===== src/rtl/pipe_pkg.sv =====
// Shared definitions for the stream/pipeline blocks.
//   skid_state_t : occupancy state of a 2-entry skid buffer
//   SKID_DEPTH   : number of beats a skid buffer can hold
package pipe_pkg;

  typedef enum logic [1:0] {
    SKID_EMPTY = 2'd0,
    SKID_BUSY  = 2'd1,
    SKID_FULL  = 2'd2
  } skid_state_t;

  localparam int SKID_DEPTH = 2;

endpackage


===== src/rtl/skid_buffer.sv =====
// Valid/ready register slice with a registered backward path.
// A main register holds the head beat and a skid register catches the one
// beat that can arrive in the cycle out_ready drops. Every output is decoded
// from the state flop or taken straight from main_q, so in_ready has no
// combinational path from out_ready.
//   clk, rst_n           : clock, async active-low reset
//   in_valid_i/in_ready_o/in_data_i    : upstream handshake + payload
//   out_valid_o/out_ready_i/out_data_o : downstream handshake + payload
//   occupancy_o          : held beats (0..2)
module skid_buffer
  import pipe_pkg::*;
#(
  parameter int DATA_WIDTH = 32
) (
  input  logic                  clk,
  input  logic                  rst_n,
  input  logic                  in_valid_i,
  output logic                  in_ready_o,
  input  logic [DATA_WIDTH-1:0] in_data_i,
  output logic                  out_valid_o,
  input  logic                  out_ready_i,
  output logic [DATA_WIDTH-1:0] out_data_o,
  output logic [1:0]            occupancy_o
);

  skid_state_t           state_q, state_d;
  logic [DATA_WIDTH-1:0] main_q, main_d;
  logic [DATA_WIDTH-1:0] skid_q, skid_d;
  logic                  in_fire, out_fire;

  assign in_fire  = in_valid_i & in_ready_o;
  assign out_fire = out_valid_o & out_ready_i;

  always_comb begin
    state_d = state_q;
    main_d  = main_q;
    skid_d  = skid_q;
    case (state_q)
      SKID_EMPTY: begin
        if (in_fire) begin
          state_d = SKID_BUSY;
          main_d  = in_data_i;
        end
      end
      SKID_BUSY: begin
        if (in_fire && out_fire) begin
          main_d = in_data_i;
        end else if (in_fire) begin
          // head is stalled: park the new beat behind it
          state_d = SKID_FULL;
          skid_d  = in_data_i;
        end else if (out_fire) begin
          state_d = SKID_EMPTY;
        end
      end
      SKID_FULL: begin
        if (out_fire) begin
          state_d = SKID_BUSY;
          main_d  = skid_q;
        end
      end
      default: state_d = SKID_EMPTY;
    endcase
  end

  always_ff @(posedge clk or negedge rst_n) begin
    if (!rst_n) state_q <= SKID_EMPTY;
    else        state_q <= state_d;
  end

  // payload registers carry no reset; out_data is only meaningful with out_valid
  always_ff @(posedge clk) begin
    main_q <= main_d;
    skid_q <= skid_d;
  end

  always_comb begin
    out_valid_o = 1'b0;
    in_ready_o  = 1'b1;
    occupancy_o = 2'd0;
    case (state_q)
      SKID_BUSY: begin
        out_valid_o = 1'b1;
        occupancy_o = 2'd1;
      end
      SKID_FULL: begin
        out_valid_o = 1'b1;
        in_ready_o  = 1'b0;
        occupancy_o = 2'(SKID_DEPTH);
      end
      default: ;
    endcase
  end

  assign out_data_o = main_q;

endmodule


===== config.mk =====
export PLATFORM = sky130hd
export DESIGN_NAME = skid_buffer
export DESIGN_NICKNAME = d
export VERILOG_FILES = /design/src/rtl/pipe_pkg.sv /design/src/rtl/skid_buffer.sv
export SDC_FILE = /design/constraint.sdc
export NUM_CORES = 1
export LEC_CHECK = 0
export BUFFER_PORTS_ARGS = -buffer_cell sky130_fd_sc_hd__buf_2
export CAP_MARGIN = 10
export CORE_MARGIN = 3
export CORE_UTILIZATION = 50
export CTS_CLUSTER_SIZE = 20
export DETAILED_ROUTE_END_ITERATION = 16
export GPL_ROUTABILITY_DRIVEN = 0
export PLACE_DENSITY = 0.73
export SYNTH_ARGS = -nofsm -noshare
export SYNTH_HDL_FRONTEND = slang
export SYNTH_SLANG_ARGS = --single-unit

===== constraint.sdc =====
create_clock -name clk -period 6.3 [get_ports clk]
set_clock_uncertainty 0.05 [all_clocks]
set_input_delay 1.26 -clock clk [delete_from_list [all_inputs] [get_ports clk]]
set_output_delay 1.26 -clock clk [all_outputs]
set_load 0.1 [all_outputs]

# Word-level counts from Yosys, hierarchy flattened
# Index checks and enable logic that the tools add are counted.
classes:
  bitwise_logic: 3
  reduce_logical: 7
  muxes: 13
  eq_ne: 7
op_table:
  columns: ["operator", "count"]
  rows:
  - ["$mux W32", 3]
  - ["$pmux W32 S3", 1]
  - ["$mux W2", 5]
  - ["$ne A2 B2 Y1 const B", 4]
  - ["$reduce_and A4 Y1", 2]
  - ["$pmux W2 S3", 1]
  - ["$pmux W2 S2", 1]
  - ["$ne A3 B3 Y1 const B", 1]
  - ["$reduce_and A3 Y1", 1]
  - ["$reduce_bool A3 Y1", 1]
  - ["$and A1 B1 Y1", 2]
  - ["$eq A2 B1 Y1 const B", 1]
  - ["$eq A2 B2 Y1 const B", 1]
  - ["$logic_not A2 Y1", 1]
  - ["$mux W1", 2]
  - ["$reduce_or A2 Y1", 1]
  - ["$logic_and A1 B1 Y1", 1]
  - ["$not A1 Y1", 1]
word_totals:
  regBits: 66
  out_inout_bits: 36
  inputBits: 36
  wordCells: 33

# Longest topological paths before layout
# Gate-level depths: netlist of run 1.
logic_depth:
  word_depth: 8
  ltp_mapped: 7
  depth_no_buf: 6

# Least setup slack after synthesis of run 1
# OpenSTA, ideal clock, no wires.
synth_timing:
  kind: "register to register"
  from: "register state_q[1]"
  to: "register skid_q[0] (enable)"
  setup_time_ps: 468
  synth_period_minus_slack_ps: 4475
  arrival_time_ps: 3957
  n_path_buf: 0
  path_slack_ps: 1825
  required_ps: 5782
  stages_incl_launch_ff: 5
  path_cell_list: "dfrtp_1 -> inv_1 -> ha_1 -> nand2_1 -> nor3b_1"
synth_via:
  elab_chain_len: 7
  word_cells_on_any_way: 10
  classes_between: "2 x eq/ne; 2 x mux; 3 x bitwise; 3 x reduce/logical"
synth_rtl:
  columns: ["element", "line_no", "text"]
  rows:
  - ["from (decl)", "skid_buffer.sv:26", "skid_state_t state_q, state_d;"]
  - ["from (signal assigned)", "skid_buffer.sv:68", "else state_q <= state_d;"]
  - ["$eq A2 B2 Y1 or $eq A2 B1 Y1 (tied branches)", "skid_buffer.sv:81, skid_buffer.sv:38", null]
  - ["$reduce_or A2 Y1 (no source line)", null, null]
  - ["$mux W1", "skid_buffer.sv:81", "case (state_q)"]
  - ["$and A1 B1 Y1", "skid_buffer.sv:32", "assign out_fire = out_valid_o & out_ready_i;"]
  - ["$logic_and A1 B1 Y1", "skid_buffer.sv:46", "if (in_fire && out_fire) begin"]
  - ["$not A1 Y1 (no source line)", null, null]
  - ["$reduce_and A3 Y1 (no source line) (*)", null, null]
  - ["to (signal assigned)", "skid_buffer.sv:74", "skid_q <= skid_d;"]
  - ["to (decl)", "skid_buffer.sv:28", "logic [DATA_WIDTH-1:0] skid_q, skid_d;"]
# Mark *: on every way between the ends. The rest lies on a longest branch, timed or not.
# A chain may end at the register's enable or synchronous reset.

# Worst setup path after layout of run 1
layout_timing:
  from: "register state_q[0]"
  to: "output occupancy_o[1]"
layout_via:
  elab_chain_len: 2
  word_cells_on_any_way: 3
  classes_between: "2 x eq/ne; 1 x mux"
layout_rtl:
  columns: ["element", "line_no", "text"]
  rows:
  - ["$eq A2 B2 Y1 or $eq A2 B1 Y1 (tied branches)", "skid_buffer.sv:81", null]
  - ["$pmux W2 S2 (*)", "skid_buffer.sv:81", null]
  - ["to (decl)", "skid_buffer.sv:23", "output logic [1:0] occupancy_o"]
# Marked as above.

==> impl_metrics.env, run 1 <==
export IMPL_status="completed"
export IMPL_grt_pass1_wl_microns=7220
export IMPL_synth_mux_area_share_pct=15.2
export IMPL_nNetsFinal=244
export IMPL_cts_inserted_buffers=9
export IMPL_critPathKind="flop to primary output"
export IMPL_timing_final_crit_share_pct=53.5
export IMPL_cp_arrival_ps=2060
export IMPL_syn_inst=123
export IMPL_diodes=0
export IMPL_num_io_pins=72
export IMPL_dieArea_sq_mm=0.00598
export IMPL_ff2ff_path_depth=5
export IMPL_synth_xor_area_share_pct=0.640
export IMPL_postCtsHoldBufs=0
export IMPL_grt_max_degree=33
export IMPL_grtUsageTotal_pct=16.4
export IMPL_drt_iter0_markers=124
export IMPL_hold_path_end="out_data_o[26]$_DFFE_PP_"
export IMPL_synth_ff_latch_count=66
export IMPL_maxCapViolations=0
export IMPL_area_delta_synth_final_pct=25.8
export IMPL_synth_distinct_cells=18
export IMPL_setup_tns_ps=0
export IMPL_synth_top_family_by_area="multiplexers"
export IMPL_vias=1359
export IMPL_htreeDepth=3
export IMPL_rsz0062_at_grt="no"
export IMPL_die_w_microns=77.3
export IMPL_post_route_min_period_ps=3370
export IMPL_portBuffers=71
export IMPL_wl_per_cell_microns=16.4
export IMPL_post_cts_buffers=0
export IMPL_syn_area_sq_mm=0.00254
export IMPL_core_sq_mm=0.00482
export IMPL_rrSetupSlack_ps=3610
export IMPL_dpl_hpwl_microns=3120
export IMPL_postRouteAntennaNets=0
export IMPL_max_freq_mhz=297
export IMPL_cts_root_buf="clkbuf_8"
export IMPL_synth_compound_area_share_pct=1.08
export IMPL_startpoint_type="flop"
export IMPL_hp_class="flop to flop"
export IMPL_hold_path_depth=1
export IMPL_fp_row_count=25
export IMPL_cts_buffer_depth=2
export IMPL_overflow=0
export IMPL_r2r_end="out_data_o[11]$_DFFE_PP_"
export IMPL_wirelength_microns=4510
export IMPL_cts_tree="yes"
export IMPL_grt_pass1_vias=1496
export IMPL_synth_fp_nets=164
export IMPL_synth_adder_area_share_pct=2.46
export IMPL_crit_required_ps=4990
export IMPL_synth_async_reset_ratio_pct=3.03
export IMPL_dr_pass1_iters=4
export IMPL_clk_latency_ps=330
export IMPL_syn_avg_cell_area_sq_um=20.7
export IMPL_cts_num_sinks=66
export IMPL_initial_core_util_pct=52.8
export IMPL_hold_violations=0
export IMPL_viasPerCell=4.94
export IMPL_drive_above_1_share_pct=60.1
export IMPL_yosys_warnings=0
export IMPL_synth_main_ff_cell="edfxtp_1"
export IMPL_critical_path_max_fanout=17
export IMPL_ys_top_cells_by_count="edfxtp_1 (64), mux2_2 (32), ha_1 (5), buf_2 (3), inv_1 (3)"
export IMPL_yosysTopAreaCell="edfxtp_1"
export IMPL_cp_end_kind="primary output"
export IMPL_cts_resized=0
export IMPL_drv_slew=0
export IMPL_synth_edf_count=64
export IMPL_synth_top_area_share_pct=75.6
export IMPL_r2r_start="state_q[0]$_DFFE_PN0P_"
export IMPL_cts_clk_slew_worst_paths_ps=70
export IMPL_relSlewSlack_pct=34.4
export IMPL_synthSimpleGateAreaFrac_pct=1.62
export IMPL_ys_top_cells_by_area="edfxtp_1 (76%), mux2_2 (14%), ha_1 (2.5%)"
export IMPL_worst_slew_pin_slew_ps=980
export IMPL_antenna_found_initial=0
export IMPL_final_setup_viol_count=0
export IMPL_hp_start="skid_q[26]$_DFFE_PP_"
export IMPL_synth_most_common_cell="edfxtp_1"
export IMPL_drc=0
export IMPL_yosysSeqAreaShare_pct=77.6
export IMPL_die_h_microns=77.3
-- metal layers --
metal | vias to the layer above | track usage, % | part of all wire (%)
met3 | 11 | 5.87 | 6.1
li1 | 640 | - | -
met2 | 45 | 26.0 | 51
met1 | 663 | 19.0 | 40
met5 | - | 0 | 0
met4 | 0 | 9.79 | 2.8
-- flip-flops by register name, summed over array words and instances (netlist names) --
register and flops:
out_data_o 32, skid_q 32, state_q 2
-- layout make-up --
class	instances	area (sq um)
Inverter	3	11.3
Clock buffer	14	183
Tap cell	67	83.8
Fill cell	384	1620
Sequential cell	66	1970
Timing Repair Buffer	73	370
Multi-Input combinational cell	50	546
Clock inverter	2	33.8
-- cell usage in the layout, fill, tap and decap left out --
cell and n:
buf_2 71, edfxtp_1 64, mux2_2 32, clkbuf_8 13
ha_1 5, inv_1 3, nand2_1 2, buf_4 2
dfrtp_1 2, nand2b_4 1, o2bb2ai_1 1, nor2_1 1
o32a_1 1, nor2_4 1, nor3b_2 1, xnor2_2 1
a21oi_2 1, mux2i_1 1, nor3_1 1, mux2_4 1
bufinv_16 1, clkinv_1 1, clkbuf_1 1
-- kinds of logic after synthesis --
kind of cell | after synthesis
flops | 66
mux | 34
buf+inv | 7
simple gates | 7
fa+ha+maj | 5
compound gates | 3
xor+xnor | 1
-- stage by stage --
| step | std cells | hold WS (ps) | setup slack [ps] | util (%) | cell area (sq um) |
|---|---|---|---|---|---|
| 6_report | 275 | 496 | 2930 | 66.4 | 3200 |
| 5_1_grt | 275 | 519 | 2800 | 66.4 | 3200 |
| 4_1_cts | 275 | 499 | 2890 | 66.4 | 3200 |
| 3_5_place_dp | 259 | 484 | 3140 | 61.9 | 2980 |
| 3_3_place_gp | 259 | 475 | 3240 | 61.9 | 2980 |
| 2_1_floorplan | 123 | 473 | 1820 | - | 2540 |
-- worst max path at each step --
stage / start / endpoint / slack (ps) / cells past startpoint
after floorplan: state_q[1]$_DFFE_PN0P_ / skid_q[0]$_DFFE_PP_ / 1820 / 4
after global placement: out_ready_i / skid_q[21]$_DFFE_PP_ / 3240 / 4
after detailed placement: out_ready_i / skid_q[20]$_DFFE_PP_ / 3140 / 4
after CTS: state_q[0]$_DFFE_PN0P_ / occupancy_o[1] / 2890 / 3
after global routing: state_q[0]$_DFFE_PN0P_ / occupancy_o[1] / 2800 / 3
final: state_q[0]$_DFFE_PN0P_ / occupancy_o[1] / 2930 / 3
-- critical path: stages (launching register included) --
cell and delay, ps:
dfrtp_1 400, inv_1 140, ha_1 640, buf_2 550
Power of run 1 is left out: the tool's default activity adds up to more than one toggle a clock period on the data nets, which glitch-free logic cannot reach.
==> run 2, diff against run 1 <==
ABC_AREA = 1   (was unset)
CORE_UTILIZATION = 46   (was 50)
PLACE_DENSITY = 0.7   (was 0.73)
clock period = 2.7 ns   (was 6.3 ns; I/O delays follow)
==> impl_metrics.env, run 2 <==
export IMPL_cp_arrival_ps=1930
export IMPL_crit_start="state_q[0]$_DFFE_PN0P_"
export IMPL_antenna_found_initial=0
export IMPL_setup_tns_ps=0
export IMPL_synth_top_area_share_pct=74.3
export IMPL_relSlewSlack_pct=66.4
export IMPL_ys_top_cells_by_count="nand2_1 (104), edfxtp_1 (64), buf_2 (6), ha_1 (5), inv_1 (5)"
export IMPL_area_delta_synth_final_pct=26.2
export IMPL_r2r_end="out_data_o[22]$_DFFE_PP_"
export IMPL_max_freq_mhz=397
export IMPL_hold_path_depth=1
export IMPL_dpl_hpwl_microns=3120
export IMPL_startpoint_type="flop"
export IMPL_post_route_min_period_ps=2520
export IMPL_slowest_delay_ps=500
export IMPL_worst_slew_pin_slew_ps=507
export IMPL_layout_commonest_cell="nand2_1"
export IMPL_ff2ff_path_depth=7
export IMPL_post_cts_buffers=0
export IMPL_cts_tree="yes"
export IMPL_final_setup_viol_count=0
export IMPL_cts_root_buf="clkbuf_8"
export IMPL_r2r_start="state_q[0]$_DFFE_PN0P_"
export IMPL_synth_distinct_cells=17
export IMPL_synth_async_reset_ratio_pct=3.03
export IMPL_grt_pass1_vias=1570
export IMPL_yosys_warnings=0
export IMPL_dieArea_sq_mm=0.00656
export IMPL_postRouteAntennaNets=0
export IMPL_drc=0
export IMPL_drv_slew=0
export IMPL_grt_pass1_wl_microns=7100
export IMPL_grtUsageTotal_pct=14.7
export IMPL_synth_fp_nets=242
export IMPL_yosysSeqAreaShare_pct=76.3
export IMPL_drive_above_1_share_pct=34.6
export IMPL_ys_top_cells_by_area="edfxtp_1 (74%), nand2_1 (15%), ha_1 (2.4%)"
export IMPL_cts_clk_slew_worst_paths_ps=70
export IMPL_wirelength_microns=4570
export IMPL_mostFrequentLayoutCells="nand2_1 (104), buf_2 (71), edfxtp_1 (64)"
export IMPL_critPathKind="flop to primary output"
export IMPL_synth_most_common_cell="nand2_1"
export IMPL_status="completed"
export IMPL_cts_buffer_depth=2
export IMPL_dr_pass1_iters=4
export IMPL_grt_max_degree=36
export IMPL_crit_required_ps=2110
export IMPL_core_sq_mm=0.00527
export IMPL_overflow=0
export IMPL_cts_num_sinks=66
export IMPL_cts_inserted_buffers=9
export IMPL_critPathCapture="occupancy_o[1]"
export IMPL_diodes=0
export IMPL_clk_latency_ps=320
export IMPL_nNetsFinal=322
export IMPL_rrSetupSlack_ps=540
export IMPL_synth_ff_latch_count=66
export IMPL_syn_area_sq_mm=0.00258
export IMPL_hp_class="input pin to flop"
export IMPL_htreeDepth=3
export IMPL_maxCapViolations=0
export IMPL_fp_row_count=26
export IMPL_wl_per_cell_microns=12.8
export IMPL_syn_inst=201
export IMPL_cpMaxStageDelayCell="buf_2"
export IMPL_yosysTopAreaCell="edfxtp_1"
export IMPL_critical_path_max_fanout=35
export IMPL_drt_iter0_markers=98
export IMPL_viasPerCell=4.58
export IMPL_portBuffers=71
export IMPL_initial_core_util_pct=49.1
export IMPL_timing_critical_path_cells="inv_1 -> ha_2 -> buf_4 -> buf_2"
export IMPL_hold_violations=0
export IMPL_die_h_microns=81.0
export IMPL_rsz0062_at_grt="no"
export IMPL_vias=1632
export IMPL_synth_edf_count=64
export IMPL_die_w_microns=81.0
export IMPL_syn_avg_cell_area_sq_um=12.9
export IMPL_timing_final_crit_share_pct=93.2
export IMPL_synth_main_ff_cell="edfxtp_1"
export IMPL_cp_end_kind="primary output"
export IMPL_num_io_pins=72
## run 2: cell types whose count changed after synthesis, moves of 2 or more
| cell | previous run | this run |
|---|---|---|
| mux2_2 | 32 | 0 |
| nand3_1 | 0 | 2 |
| buf_2 | 3 | 6 |
| inv_1 | 3 | 5 |
| nand2_1 | 2 | 104 |
| nand4_1 | 0 | 2 |
## run 2: area by class of cell
type / instances / area [sq um]
clock inverter: 5 / 78.8
sequential: 66 / 1970
multi-input combinational: 122 / 573
inverter: 6 / 25.0
clock buffer: 11 / 131
fill: 432 / 2010
tap: 70 / 87.6
timing repair buffer: 76 / 395
## run 2: worst min-delay path by stage
stage,start,end,slack (ps)
after floorplan,rst_n,state_q[0]$_DFFE_PN0P_,190
after global placement,rst_n,state_q[0]$_DFFE_PN0P_,280
after detailed placement,rst_n,state_q[1]$_DFFE_PN0P_,280
after CTS,in_data_i[15],skid_q[15]$_DFFE_PP_,340
after global routing,in_data_i[27],skid_q[27]$_DFFE_PP_,340
final,in_data_i[15],skid_q[15]$_DFFE_PP_,350
## run 2: metrics by stage
stage | util, % | cell area (sq um) | setup WS (ps) | instances | hold WS, ps
after detailed placement | 57.7 | 3040 | 526 | 339 | 278
after floorplan | - | 2610 | 3.86 | 201 | 194
final | 61.9 | 3260 | 184 | 356 | 353
after CTS | 61.9 | 3260 | 169 | 356 | 343
after global placement | 57.7 | 3040 | 556 | 339 | 276
after global routing | 61.9 | 3260 | 85.8 | 356 | 339
## run 2: worst max-delay path, delay by kind of cell (launching register included)
family / cells / cell delay [ps]
adder cells (fa/ha/maj): 1 / 220
buffers and inverters: 3 / 960
flip-flops: 1 / 420
## run 2: cell families (layout without fill, tap and decap cells)
| group | Yosys count | count (layout) | synth area share, % |
|---|---|---|---|
| and+or+nand+nor | 114 | 114 | 17.5 |
| DFF | 66 | 66 | 76.3 |
| buffers and inverters | 13 | 98 | 2.57 |
| adders and majority gates | 5 | 5 | 2.42 |
| AOI/OAI and AO/OA | 3 | 3 | 1.26 |
## run 2: what timing repair did
item,CTS,global route
endpoints found under the hold margin,2,0
hold buffers,1,0
gates resized for setup,0,0
## run 2: layer usage
layer	wire (microns)	track usage [%]
met5	0	0
met4	92	7.09
met3	321	4.77
met2	2210	23.6
met1	1940	18.0
Power of run 2 is left out for the same reason.
